**src/rtl/hazard_scoreboard.sv**
```systemverilog
// Operand-fetch hazard scoreboard: per-register pending-write counts gate issue.
// Optional stall counter output enabled by defining HAZARD_STALL_COUNT_EN.
module hazard_scoreboard #(
    parameter int MAXPEND = 3
) (
    input  logic        clk,
    input  logic        rst_n,
    input  logic        of_valid,
    input  logic [3:0]  rport1_addr,
    input  logic [3:0]  rport2_addr,
    input  logic        use_rs1,
    input  logic        use_rs2,
    input  logic [3:0]  rd_addr,
    input  logic        wr_rd,
    input  logic        wb_valid,
    input  logic [3:0]  wb_addr,
    input  logic        flush,
    output logic        issue,
    output logic        stall,
    output logic [15:0] busy_mask,
    output logic [1:0]  state,
`ifdef HAZARD_STALL_COUNT_EN
    output logic [15:0] stall_cnt,
`endif
    output logic        wb_err
);

    typedef enum logic [1:0] {
        RUN   = 2'b00,
        STALL = 2'b01,
        FLUSH = 2'b10,
        BAD   = 2'b11
    } state_t;

    state_t     st;
    state_t     st_nx;
    logic [1:0] pend [16];
    logic       hazard;
    logic       inc;
    logic       dec;
    logic       under;

    // Hazard from registered counts only; a retiring write is not bypassed.
    always_comb begin
        hazard = (use_rs1 && pend[rport1_addr] != 2'd0)
               | (use_rs2 && pend[rport2_addr] != 2'd0)
               | (wr_rd && pend[rd_addr] == 2'(MAXPEND));
        issue  = of_valid & ~hazard & (st != FLUSH) & ~flush;
        stall  = of_valid & ~issue;
        inc    = issue & wr_rd;
        under  = wb_valid & (st != FLUSH) & (pend[wb_addr] == 2'd0);
        dec    = wb_valid & (st != FLUSH) & (pend[wb_addr] != 2'd0);
        state  = st;
    end

    // Busy bit per register mirrors a nonzero pending count.
    always_comb begin
        busy_mask = '0;
        for (int i = 0; i < 16; i++) begin
            busy_mask[i] = (pend[i] != 2'd0);
        end
    end

    // Pending counts: flush wipes all, matched inc/dec on one register cancel.
    always_ff @(posedge clk or negedge rst_n) begin
        if (!rst_n) begin
            for (int i = 0; i < 16; i++) begin
                pend[i] <= 2'd0;
            end
        end else if (flush) begin
            for (int i = 0; i < 16; i++) begin
                pend[i] <= 2'd0;
            end
        end else begin
            for (int i = 0; i < 16; i++) begin
                if (inc && rd_addr == 4'(i) && !(dec && wb_addr == 4'(i))) begin
                    pend[i] <= pend[i] + 2'd1;
                end else if (dec && wb_addr == 4'(i) && !(inc && rd_addr == 4'(i))) begin
                    pend[i] <= pend[i] - 2'd1;
                end
            end
        end
    end

    // Sticky flag for a retire with nothing outstanding.
    always_ff @(posedge clk or negedge rst_n) begin
        if (!rst_n) begin
            wb_err <= 1'b0;
        end else if (under) begin
            wb_err <= 1'b1;
        end
    end

    // State register.
    always_ff @(posedge clk or negedge rst_n) begin
        if (!rst_n) begin
            st <= RUN;
        end else begin
            st <= st_nx;
        end
    end

    // Next-state: flush dominates, FLUSH lasts one cycle, 2'b11 recovers.
    always_comb begin
        st_nx = RUN;
        if (flush) begin
            st_nx = FLUSH;
        end else begin
            unique case (st)
                RUN:     st_nx = stall ? STALL : RUN;
                STALL:   st_nx = (issue || !of_valid) ? RUN : STALL;
                FLUSH:   st_nx = RUN;
                default: st_nx = RUN;
            endcase
        end
    end

`ifdef HAZARD_STALL_COUNT_EN
    // Saturating count of stalled cycles.
    always_ff @(posedge clk or negedge rst_n) begin
        if (!rst_n) begin
            stall_cnt <= 16'h0000;
        end else if (stall && stall_cnt != 16'hFFFF) begin
            stall_cnt <= stall_cnt + 16'd1;
        end
    end
`endif

endmodule

```
**config.mk**
```make
export PLATFORM = sky130hd
export DESIGN_NAME = hazard_scoreboard
export DESIGN_NICKNAME = d
export VERILOG_FILES = /design/src/rtl/hazard_scoreboard.sv
export SDC_FILE = /design/constraint.sdc
export NUM_CORES = 1
export LEC_CHECK = 0
export ABC_AREA = 0
export CAP_MARGIN = 10
export CORE_UTILIZATION = 55
export DETAILED_ROUTE_END_ITERATION = 7
export GPL_ROUTABILITY_DRIVEN = 0
export PLACE_DENSITY = 0.81
export REMOVE_ABC_BUFFERS = 1
export SLEW_MARGIN = 0
export SYNTH_ARGS = -nofsm -noshare
export SYNTH_HDL_FRONTEND = slang
export SYNTH_SLANG_ARGS = --single-unit
```
**constraint.sdc**
```tcl
create_clock -name clk -period 2.92 [get_ports clk]
set_clock_uncertainty 0.05 [all_clocks]
set_input_delay 0.584 -clock clk [delete_from_list [all_inputs] [get_ports clk]]
set_output_delay 0.584 -clock clk [all_outputs]
set_load 0.01 [all_outputs]
```
# Yosys cells after proc, flatten, opt, wreduce, memory -nomap -nowiden
# Cells that the tools add are included.
# word_totals
output_inout_bits	21
ff_bits	35
input_bits	24
elab_cells	293
# op_classes
eq_ne	33
n_bitwise	17
order_cmp	4
n_addsub	32
n_mux	49
n_reduce_logical	140
# op_table
operator	count
$mux W2	41
$logic_and A1 B1 Y1	67
$eq A4 B4 Y1 const B	16
$reduce_bool A3 Y1	16
$reduce_bool A2 Y1	19
$logic_not A1 Y1	33
$add A2 B1 Y2 const B	16
$bmux W2 S4	4
$eq A4 B3 Y1 const B	8
$mux W32	1
$sub A2 B1 Y2 const B	16
$ge A5 B5 Y1 const B	4
$not A4 Y5	4
$eq A4 B2 Y1 const B	4
$and A1 B1 Y1	8
$eq A4 B1 Y1 const B	2
$logic_not A4 Y1	2
$logic_not A2 Y1	2
$not A1 Y1	3
$eq A2 B1 Y1 const B	1
$eq A2 B2 Y1 const B	1
$mux W1	2
$ne A2 B2 Y1 const B	1
$or A1 B1 Y1	2
other kinds (2)	2

# Depth between registers and ports, before layout
# Gate-level depths: netlist of run 1.
# depth
ltp_word	19
ltp_mapped	10
mapped_depth_nobuf	7

# Worst setup path before layout of run 1
# Ideal clock, no wire load.
# synth_path
path_type	input to output
startpoint	in rd_addr[0]
endpoint	out stall
stages	9
slack_ns	0.247
path_buffers	2
arrival_ns	2.039
required_ns	2.286
path_cell_list	buf_6 buf_8 mux4_2 mux2i_1 mux2i_1 o21ai_2 and2_4 nand2_1 o21a_1
# synth_between
elab_chain_cells	13
# synth_lines
item	line_no	text
start: declaration	13	input logic [3:0] rd_addr,
$not A4 Y5 (implied by the code)	47	| (wr_rd && pend[rd_addr] == 2'(MAXPEND));
$bmux W2 S4	47	
$mux W2 (implied by the code) (2 in a row)	47	
$eq A2 B2 Y1	47	
$logic_and A1 B1 Y1	47	
$or A1 B1 Y1	47	
$not A1 Y1	48	issue = of_valid & ~hazard & (st != FLUSH) & ~flush;
$and A1 B1 Y1 (3 in a row)	48	
$not A1 Y1	49	stall = of_valid & ~issue;
$and A1 B1 Y1	49	
end: declaration	19	output logic stall,
# No other way between the ends. The select of a mux whose other input is x is not followed.

# Worst setup path after layout of run 1
# layout_path
startpoint	in rport1_addr[0]
endpoint	out stall
# layout_between
elab_chain_cells	14
# layout_lines
item	line_no	text
start: declaration	9	input logic [3:0] rport1_addr,
$not A4 Y5 (implied by the code)	45	hazard = (use_rs1 && pend[rport1_addr] != 2'd0)
$bmux W2 S4	45	
$mux W2 (implied by the code) (2 in a row)	45	
$reduce_bool A2 Y1	45	
$logic_and A1 B1 Y1	45	
$or A1 B1 Y1	46	| (use_rs2 && pend[rport2_addr] != 2'd0)
$or A1 B1 Y1	47	
$not A1 Y1	48	
$and A1 B1 Y1 (3 in a row)	48	
$not A1 Y1	49	
$and A1 B1 Y1	49	
# No other way between the ends. The select of a mux whose other input is x is not followed.

==> flow_metrics.tcl, run 1 <==
set metrics [dict create \
    status "finished, final reports clean" \
    tightest_slew_ns 0.6703 \
    r2r-end "pend[12]" \
    synth.area.top_cells "dfrtp_1 (28%), mux4_2 (10%), nor2_1 (4.3%), xnor2_1 (3.9%), nor3_1 (3.4%)" \
    grt_max_degree 36 \
    p_int_mw 0.7894 \
    max_stage_delay_ns 0.55 \
    criticalPathCategory "in -> out" \
    async_flop_share_pct 100.0 \
    synth_edf_count 0 \
    die_h_um 77.42 \
    pwr-share-comb_pct 17.9 \
    rsz0062_at_grt "no" \
    ios 45 \
    seqCellArea_um2 875.8 \
    timing.setup.tns_ns 0 \
    crit_chain "clkdlybuf4s50_1, mux4_2, nand3_1, o2111ai_1, and2_4, nand2_4, o21a_1, buf_2" \
    htree_levels 2 \
    powerDensity_nw_per_um2 266.3 \
    finalCriticalPeriod_ns 2.855 \
    dr_total_vias 3251 \
    die_area_um2 5993 \
    synth_cells 346 \
    arrival_ns 2.22 \
    clk_latency_ns 0.30 \
    fillers 389 \
    post-synth-top-area-cell "dfrtp_1" \
    setup_violations 0 \
    grt_pass1_wl_um 15780 \
    p_clk_share_pct 36.9 \
    yosysSeqAreaShare_pct 28.00 \
    first_pass_iters 6 \
    ys_warn_count 0 \
    detail_route.wl_per_cell_um 19.31 \
    hpwl_um 7542 \
    die_x_um 77.42 \
    cp.required_ns 2.29 \
    holdPathStages 2 \
    ff2ff_setup_slack_ns 0.20 \
    leakagePower_nw 1.768 \
    cp_slowest_cell "clkdlybuf4s50_1" \
    crit_fanout 3 \
    cts_buffer_depth 2 \
    reg2reg_from "pend[10]" \
    start_kind "input pin" \
    drc 0 \
    core_um2 5507 \
    multi_input_area_um2 2024 \
    antenna_found_initial 0 \
    drt-initial-drc-count 370 \
    cts_buffers 5 \
    slew_headroom_pct 54.84 \
    nets 457 \
    synth.distinct_cells 56 \
    hp-class "reg -> reg" \
    crit_start "rport1_addr[0]" \
    n_antenna_cell 0 \
    synth_top_area_share_pct 28.00 \
    tritoncts "yes" \
    syn_avg_cell_area_um2 9.040 \
    maxCapViolCount 0 \
    vdd_drop_max_mv 0.2566 \
    cts_sinks 35 \
    finalMaxSlewViolations 0 \
    endpoint_kind "primary output" \
    area_growth_pct 29.56 \
    switching_share_pct 26.86 \
    worstSetupEndpoint "stall" \
    synth_seq_cells 35 \
    drive_gt1_share_pct 26.96 \
    path_buf_inv 2 \
    grt_pass1_vias 3100 \
    clk_pin_slew_ns 0.07 \
    finalHoldViolations 0 \
    cts-root-buf "clkbuf_8" \
    p_switching_mw 0.2899 \
    fin_crit_sh_pct 97.78 \
    critPathTopFamily "buffers and inverters" \
    reg2reg_depth 9 \
    port_buffers 44 \
    cp_num_cells 8 \
    seqPwrFrac_pct 45.2 \
    fin_util_pct 73.60 \
    fmax_mhz 350.3 \
    grt_use_total_pct 34.62 \
    postRouteAntennaNets 0 \
    num_rows 27 \
    vias_per_cell 6.425 \
    wirelength_um 9769 \
    synth_ff_type "dfrtp_1" \
    netlist_area_um2 3128 \
    initial_core_util_pct 56.81 \
    grt_overflow 0 \
]
flip-flops by register name, indices dropped and copies added (netlist names):
name and cells:
pend 32, state 2, wb_err 1
worst min path at each step:
stage                     slack [ns]  endpoint  startpoint
after detailed placement        0.40    wb_err      wb_err
after floorplan                 0.24   pend[0]       rst_n
after global routing            0.47    wb_err      wb_err
after global placement          0.40    wb_err      wb_err
final                           0.42    wb_err      wb_err
after CTS                       0.42    wb_err      wb_err
layout by cell type (no fill, tap or decap), types with 5 or more instances in the layout:
cell type / count
a21oi_1: 16
a31oi_1: 5
and2_0: 6
and3_1: 5
buf_4: 57
clkbuf_8: 7
clkdlybuf4s50_1: 34
dfrtp_1: 35
inv_1: 21
mux2i_1: 5
mux4_2: 17
nand2_1: 10
nand2b_1: 8
nand3_1: 8
nand4_1: 13
nor2_1: 35
nor3_1: 21
nor3_2: 7
o21ai_0: 19
o21ai_1: 8
o21bai_1: 8
xnor2_1: 14
xor2_1: 9
Yosys cell counts, types with 6 or more instances:
master	number
nand3_1	8
xnor2_1	14
dfrtp_1	35
nor2_1	36
nor3_1	21
o21ai_0	19
clkbuf_1	10
inv_1	22
and2_0	6
nor3_2	7
nand4_1	13
o21ai_1	8
mux4_2	14
nand2_1	11
a21oi_1	16
o21bai_1	8
nand2b_1	8
xor2_1	9
metrics by stage:
step                      setup WS [ns]  power (mW)  instances  area (µm²)  hold slack, ns
final                           0.06495       1.079        506        4053          0.4159
after global routing           0.006638       1.113        506        4053          0.4716
after CTS                      0.001195       1.079        506        4043          0.4204
after detailed placement        -0.7619      0.6856        496        3936          0.4029
after global placement          -0.7079      0.6806        496        3936          0.3970
after floorplan                 0.02119      0.5612        322        2970          0.2384
metal layers:
metal | GRT usage, % | part of all wire, %
met5 | 0 | 0
met1 | 44.42 | 39
met4 | 12.83 | 3.4
met3 | 8.235 | 9.0
met2 | 56.73 | 49
final cells by class:
cell class	count	area share, %
clock buffers	8	2.470
inverters	22	2.038
multi-input cells	265	49.95
flip-flops and latches	35	21.61
well taps	72	2.223
repair buffers	104	21.70
tightest hold or removal path, stage by stage, from the launching register on:
cell and delay [ns]:
dfrtp_1 0.35, inv_1 0.04, o31ai_1 0.05
cells by family (layout without fill, tap and decap cells):
kind of cell	after synthesis	in the layout	synth area share, %
compound gates	77	77	16.20
xor+xnor	25	25	7.960
buf+inv	46	134	7.680
flops	35	35	28.00
mux	24	24	14.92
simple gates	139	139	25.24
power groups by stage:
stage          combinational [mW]  clock [mW]  sequential [mW]
2_1_floorplan              0.0635           0            0.498
3_3_place_gp                0.183           0            0.497
3_5_place_dp                0.188           0            0.497
4_1_cts                     0.190       0.402            0.488
5_1_grt                     0.207       0.419            0.488
6_report                    0.194       0.398            0.488
timing repair:
action	CTS	global route
hold buffers	0	0
setup endpoints to repair	2	3
pin swaps	4	0
gates cloned	1	0
resized for setup	28	10
setup buffers	1	0
Power figures use the tool's default switching activity.
==> inputs of run 2 (changes only) <==
HOLD_SLACK_MARGIN = 0.06   (was not set)
==> results of run 2 <==
Same layout as run 1: the final DEF is identical, and so are final timing and power.
